### config.mk
export PLATFORM = sky130hd
export DESIGN_NAME = pattern_gen_flat
export DESIGN_NICKNAME = d
export VERILOG_FILES = /design/src/rtl/pattern_gen_pkg.sv /design/src/rtl/pattern_gen_if.sv /design/src/rtl/pattern_gen_ctr.sv /design/src/rtl/pattern_gen.sv /design/src/flat_wrapper.sv
export SDC_FILE = /design/constraint.sdc
export NUM_CORES = 1
export LEC_CHECK = 0
export BUFFER_PORTS_ARGS = -buffer_cell sky130_fd_sc_hd__buf_2
export CORE_ASPECT_RATIO = 1.5
export CORE_UTILIZATION = 58
export CTS_CLUSTER_SIZE = 10
export DETAILED_ROUTE_END_ITERATION = 12
export GPL_TIMING_DRIVEN = 1
export PLACE_DENSITY_LB_ADDON = 0.08
export RECOVER_POWER = 100
export SLEW_MARGIN = 20
export SYNTH_ARGS = -nofsm -noshare
export SYNTH_HDL_FRONTEND = slang
export SYNTH_HIERARCHICAL = 1
export SYNTH_SLANG_ARGS = --single-unit
### constraint.sdc
create_clock -name CLK -period 4.8 [get_ports CLK]
set_input_delay 0.24 -clock CLK [delete_from_list [all_inputs] [get_ports CLK]]
set_output_delay 0.24 -clock CLK [all_outputs]
set_load 0.05 [all_outputs]
### src/rtl/pattern_gen_pkg.sv
// Shared encodings for the serial pattern generator: trigger modes, FSM states
// and the length clamp used by both the FSM and the bit counter.
package pattern_gen_pkg;

  typedef enum logic [1:0] {
    MODE_ONESHOT = 2'b00,
    MODE_RETRIG  = 2'b01,
    MODE_LOOP    = 2'b10,
    MODE_QUEUED  = 2'b11
  } pg_mode_e;

  typedef enum logic {
    ST_IDLE = 1'b0,
    ST_RUN  = 1'b1
  } pg_state_e;

  // Lengths at or beyond the pattern register size fold onto the last bit.
  function automatic int unsigned clamp_len(int unsigned len, int unsigned width);
    return (len >= width) ? width - 1 : len;
  endfunction

endpackage

### src/rtl/pattern_gen_if.sv
// Trigger/pattern bundle and serial output of pattern_gen, plus FSM state for checkers.
interface pattern_gen_if #(
  parameter int WIDTH = 8,
  parameter int LW    = 3
);
  import pattern_gen_pkg::*;

  // a is a level trigger sampled on every rising CLK edge; there is no ready.
  // The master may hold a, pat, len and mode at any time; the generator only
  // accepts them on an edge where it latches (idle trigger or a restart), and
  // busy tells the master whether a pattern is currently being emitted.
  logic             a;
  logic [WIDTH-1:0] pat;
  logic [LW-1:0]    len;
  logic [1:0]       mode;
  logic             s;
  logic             busy;
  logic             done;
  pg_state_e        state;

  modport master (output a, pat, len, mode, input s, busy, done, state);
  modport slave  (input a, pat, len, mode, output s, busy, done, state);

endinterface

### src/rtl/pattern_gen_ctr.sv
// Bit index counter: restarts at 0, steps by one and wraps after the clamped length.
module pattern_gen_ctr
  import pattern_gen_pkg::*;
#(
  parameter int WIDTH = 8,
  parameter int LW    = 3
) (
  input  logic          CLK,
  input  logic          nR,
  input  logic          start,
  input  logic          step,
  input  logic [LW-1:0] len,
  output logic [LW-1:0] idx_nxt,
  output logic          last
);

  logic [LW-1:0] idx;
  logic [LW-1:0] len_c;

  assign len_c = LW'(clamp_len(32'(len), WIDTH));
  assign last  = (idx == len_c);

  always_comb begin
    idx_nxt = idx;
    if (start) begin
      idx_nxt = '0;
    end else if (step) begin
      idx_nxt = last ? '0 : idx + LW'(1);
    end
  end

  always_ff @(posedge CLK or negedge nR) begin
    if (!nR) begin
      idx <= '0;
    end else begin
      idx <= idx_nxt;
    end
  end

endmodule

### src/rtl/pattern_gen.sv
// Serial pattern generator: FSM, input latches and registered s/busy/done.
// Outputs are computed from next-state values so they change on the same edge as the FSM.
module pattern_gen
  import pattern_gen_pkg::*;
#(
  parameter int   WIDTH    = 8,
  parameter int   LW       = 3,
  parameter logic IDLE_VAL = 1'b0
) (
  input logic            CLK,
  input logic            nR,
  pattern_gen_if.slave   bus
);

  pg_state_e        st, st_n;
  logic             pend, pend_n;
  logic             load, step;
  logic [WIDTH-1:0] pat_q, pat_n;
  logic [LW-1:0]    len_q, len_n;
  pg_mode_e         mode_q, mode_n;
  logic [LW-1:0]    idx_nxt;
  logic             last;
  logic             s_q, busy_q, done_q;
  logic             s_n, busy_n, done_n;

  pattern_gen_ctr #(.WIDTH(WIDTH), .LW(LW)) u_ctr (
    .CLK     (CLK),
    .nR      (nR),
    .start   (load),
    .step    (step),
    .len     (len_q),
    .idx_nxt (idx_nxt),
    .last    (last)
  );

  always_comb begin
    st_n   = st;
    pend_n = pend;
    load   = 1'b0;
    step   = 1'b0;
    case (st)
      ST_IDLE: begin
        if (bus.a) begin
          load = 1'b1;
          st_n = ST_RUN;
        end
      end
      ST_RUN: begin
        case (mode_q)
          MODE_ONESHOT: begin
            if (last) st_n = ST_IDLE;
            else      step = 1'b1;
          end
          MODE_RETRIG: begin
            if (bus.a)     load = 1'b1;
            else if (last) st_n = ST_IDLE;
            else           step = 1'b1;
          end
          MODE_LOOP: begin
            if (last) begin
              if (bus.a) load = 1'b1;
              else       st_n = ST_IDLE;
            end else begin
              step = 1'b1;
            end
          end
          MODE_QUEUED: begin
            // A trigger on the final bit counts as queued and restarts directly.
            if (last) begin
              if (pend || bus.a) begin
                load   = 1'b1;
                pend_n = 1'b0;
              end else begin
                st_n = ST_IDLE;
              end
            end else begin
              step = 1'b1;
              if (bus.a) pend_n = 1'b1;
            end
          end
          default: st_n = ST_IDLE;
        endcase
      end
      default: st_n = ST_IDLE;
    endcase
  end

  always_comb begin
    pat_n  = load ? bus.pat : pat_q;
    len_n  = load ? bus.len : len_q;
    mode_n = load ? pg_mode_e'(bus.mode) : mode_q;
    busy_n = (st_n == ST_RUN);
    s_n    = busy_n ? pat_n[idx_nxt] : IDLE_VAL;
    done_n = busy_n && (idx_nxt == LW'(clamp_len(32'(len_n), WIDTH)));
  end

  always_ff @(posedge CLK or negedge nR) begin
    if (!nR) begin
      st     <= ST_IDLE;
      pend   <= 1'b0;
      pat_q  <= '0;
      len_q  <= '0;
      mode_q <= MODE_ONESHOT;
      s_q    <= IDLE_VAL;
      busy_q <= 1'b0;
      done_q <= 1'b0;
    end else begin
      st     <= st_n;
      pend   <= pend_n;
      pat_q  <= pat_n;
      len_q  <= len_n;
      mode_q <= mode_n;
      s_q    <= s_n;
      busy_q <= busy_n;
      done_q <= done_n;
    end
  end

  assign bus.s     = s_q;
  assign bus.busy  = busy_q;
  assign bus.done  = done_q;
  assign bus.state = st;

endmodule

### src/flat_wrapper.sv
// flat-port wrapper written by rule: the top's interface ports become plain ports
module pattern_gen_flat import pattern_gen_pkg::*;
#(
  parameter int   WIDTH    = 8,
  parameter int   LW       = 3,
  parameter logic IDLE_VAL = 1'b0
)
  (CLK, nR, bus_a, bus_pat, bus_len, bus_mode, bus_s, bus_busy, bus_done, bus_state);
  pattern_gen_if #(.WIDTH(WIDTH), .LW(LW)) bus_i ();
  input logic CLK;
  input logic nR;
  input wire logic [$bits(bus_i.a)-1:0] bus_a;
  input wire logic [$bits(bus_i.pat)-1:0] bus_pat;
  input wire logic [$bits(bus_i.len)-1:0] bus_len;
  input wire logic [$bits(bus_i.mode)-1:0] bus_mode;
  output wire logic [$bits(bus_i.s)-1:0] bus_s;
  output wire logic [$bits(bus_i.busy)-1:0] bus_busy;
  output wire logic [$bits(bus_i.done)-1:0] bus_done;
  output wire logic [$bits(bus_i.state)-1:0] bus_state;
  assign bus_i.a = bus_a;
  assign bus_i.pat = bus_pat;
  assign bus_i.len = bus_len;
  assign bus_i.mode = bus_mode;
  assign bus_s = bus_i.s;
  assign bus_busy = bus_i.busy;
  assign bus_done = bus_i.done;
  assign bus_state = bus_i.state;
  pattern_gen #(.WIDTH(WIDTH), .LW(LW), .IDLE_VAL(IDLE_VAL)) u_core (.CLK(CLK), .nR(nR), .bus(bus_i));
endmodule
==> run metrics <==
IO Port Bufs 19; Core ar. roughly 1800 um2; Critical Path Source Type register; largest net degree at the start of global routing 21; Post-CTS Resized 0; sequential fraction of the synthesis area 44.00%; cell taking the most area after synthesis dfrtp_1; Sink Count 20; Synth top area share between 40 and 50%; CP Max Fanout 12; final period utilization ~80%; Final min period 3.858 ns; Congestion Overflow GR 0; post-synthesis cell type count 44; FF-to-FF Start u_core/u_ctr/idx[0]; R2R Setup Slk 0.94 ns; Hold Slack about 0.14 ns; Synth async-reset ratio 100.0%; crit-path max cell delay ~0.8 ns; status completed; Worst EP arrival 4.02 ns; design area roughly 1200 um2; CTS Buf Count 3; slowest CP cell o21ai_0; DP Wirelength between 1.5 and 2 mm; DR iter-0 viols 21; final setup vio count 0; die height ~56 um; Final #Nets 149; mean post-synth cell area roughly 10 um2; top post-synthesis cells by area dfrtp_1 (44%), xor2_1 (4.6%), nand2_1 (3.6%); Rows 19; CTS tree built; Critical Path End u_core/bus.s; most frequent cells in the layout dfrtp_1 (20), buf_2 (14), nand2_1 (11); number of global-route vias before repair approximately 910; gpl congestion roughly 0.75; Placed Instances between 100 and 150; Routed wire per std cell about 16 um; global-route wire length before repair 3.822 mm; clk_skew approximately 0.002 ns; Synth Flop Type dfrtp_1; Area growth syn-to-layout 9.681%; antenna violations before repair 0; placed cell areas ~1200 um2; CTS root buf clkbuf_4; RSZ-0062 raised after global routing false; Post-Syn Nets around 130; layout cells sized above 1 approximately 18%; crit-path cells xor2_1 -> nor3_1 -> and3_1 -> nor2_4 -> inv_1 -> or3b_1 -> o21ai_0 -> nand3b_1 -> o22ai_1 -> mux2i_1 -> nand2_1 -> a2111oi_0; Max H-tree Level 1; DR pass1 iterations 4; Die Area ~2100 um2; Data required, critical path slightly below 5 ns; buffer depth of the longest clock path 2; Top Ports 20; Initial Utilization 62.13%; Post-synth EDFFs 0; #FFs+latches synth 20; GRT Total Usage between 20% and 30%; Critical path origin u_core/u_ctr/idx[0]; fin cells about 150; cells after synthesis 111; Synth Cell Area ~1100 um2; remaining antenna violation count after routing 0; Worst-Skew Late Latency just under 0.3 ns; drt total wl about 2.4 mm; # fillers approximately 150; Via Count 920; Chip Width roughly 38 um; commonest non-fill, non-tap cell in the layout dfrtp_1; Worst-path clk slew 0.12 ns; DRC 0; n_diodes 0; Worst R2R End u_core/bus.s; final hold violations 0; Peak Freq 259.2 MHz; r2r worst-path depth 12; yosys warns 6; vias per cell between 6 and 7; CP Class reg -> reg; sum of negative setup slack 0 ns; hold crit path type in -> reg; Slew HR 27.76%; Slew Limit Fails 0; crit path capture type register; maximum capacitance violations 0; Worst-Margin Slew roughly 1.1 ns
[per-stage QoR]
stage                     worst slack [ns]  util (%)
after floorplan                      1.927         -
after global placement               1.369     67.53
after detailed placement             1.183     67.53
after CTS                            1.174     70.06
after global routing                0.6616     68.15
final                               0.9420     68.15
[cells by family (layout without fill, tap and decap cells)]
kind of cell | Yosys count | after routing | share of synthesized area, %
AND/OR/NAND/NOR | 40 | 40 | 21.34
buffers and inverters | 12 | 32 | 5.280
adder cells (fa/ha/maj) | 1 | 1 | 1.100
multiplexers | 8 | 8 | 8.471
AO/OA/AOI/OAI | 24 | 24 | 15.18
XOR/XNOR | 6 | 6 | 4.620
flip-flops | 20 | 20 | 44.00
[cell usage after synthesis, types with 2 or more instances]
cell type,instances
dfrtp_1,20
nand2_1,11
inv_1,6
o21ai_0,6
xor2_1,6
a21oi_1,5
nand3_1,5
nand3b_1,5
mux2_2,3
nor2_1,3
nor3_1,3
buf_2,2
mux2_1,2
mux2_4,2
nand4b_1,2
o22ai_1,2
[what timing repair did]
item,CTS,global route
setup buffers,0,0
hold buffers,1,0
endpoints found under the hold margin,20,0
[worst max-delay path: cells and delay by family, from the launching register on]
| kind | cells | cell delay, ns |
|---|---|---|
| compound gates | 3 | 1.21 |
| xor+xnor | 1 | 0.27 |
| buf+inv | 1 | 0.19 |
| flops | 1 | 0.45 |
| mux | 1 | 0.14 |
| simple gates | 6 | 1.45 |
[worst min-delay path by stage]
| stage | endpoint | slack, ns | depth (start not counted) | from |
|---|---|---|---|---|
| finish | u_core/mode_q[0] | 0.14 | 3 | bus_mode[0] |
| global route | u_core/mode_q[0] | 0.15 | 3 | bus_mode[0] |
| CTS | u_core/mode_q[0] | 0.14 | 3 | bus_mode[0] |
| detailed placement | u_core/pend | 0.21 | 1 | nR |
| global placement | u_core/pend | 0.21 | 1 | nR |
| floorplan | u_core/bus.busy | -0.06 | 0 | nR |
[per-layer routing]
metal / vias to the layer above / share of wire [%] / global-route usage, %
li1: 446 / - / -
met2: 19 / 54 / 42.86
met5: - / 0 / 0
met1: 453 / 42 / 30.56
met3: 2 / 3.2 / 3.600
met4: 0 / 0.42 / 6.122
[flip-flops by register name, indices dropped and copies added (netlist names)]
| signal | count |
|---|---|
| u_core/bus.busy | 1 |
| u_core/bus.done | 1 |
| u_core/mode_q | 2 |
| u_core/pend | 1 |
| u_core/pat_q | 8 |
| u_core/bus.s | 1 |
| u_core/u_ctr/idx | 3 |
| u_core/len_q | 3 |
[final cells by class]
| cell class | count | area, um2 | area share [%] |
|---|---|---|---|
| Clock buffer | 4 | 36.28 | 2.909 |
| Timing Repair Buffer | 22 | 110.1 | 8.826 |
| Multi-Input combinational cell | 79 | 551.8 | 44.23 |
| Tap cell | 21 | 26.28 | 2.106 |
| Inverter | 6 | 22.52 | 1.805 |
| Sequential cell | 20 | 500.5 | 40.12 |
Power is not shown: default switching activity piles up to over one toggle a cycle in this logic, so the estimate is an artifact.
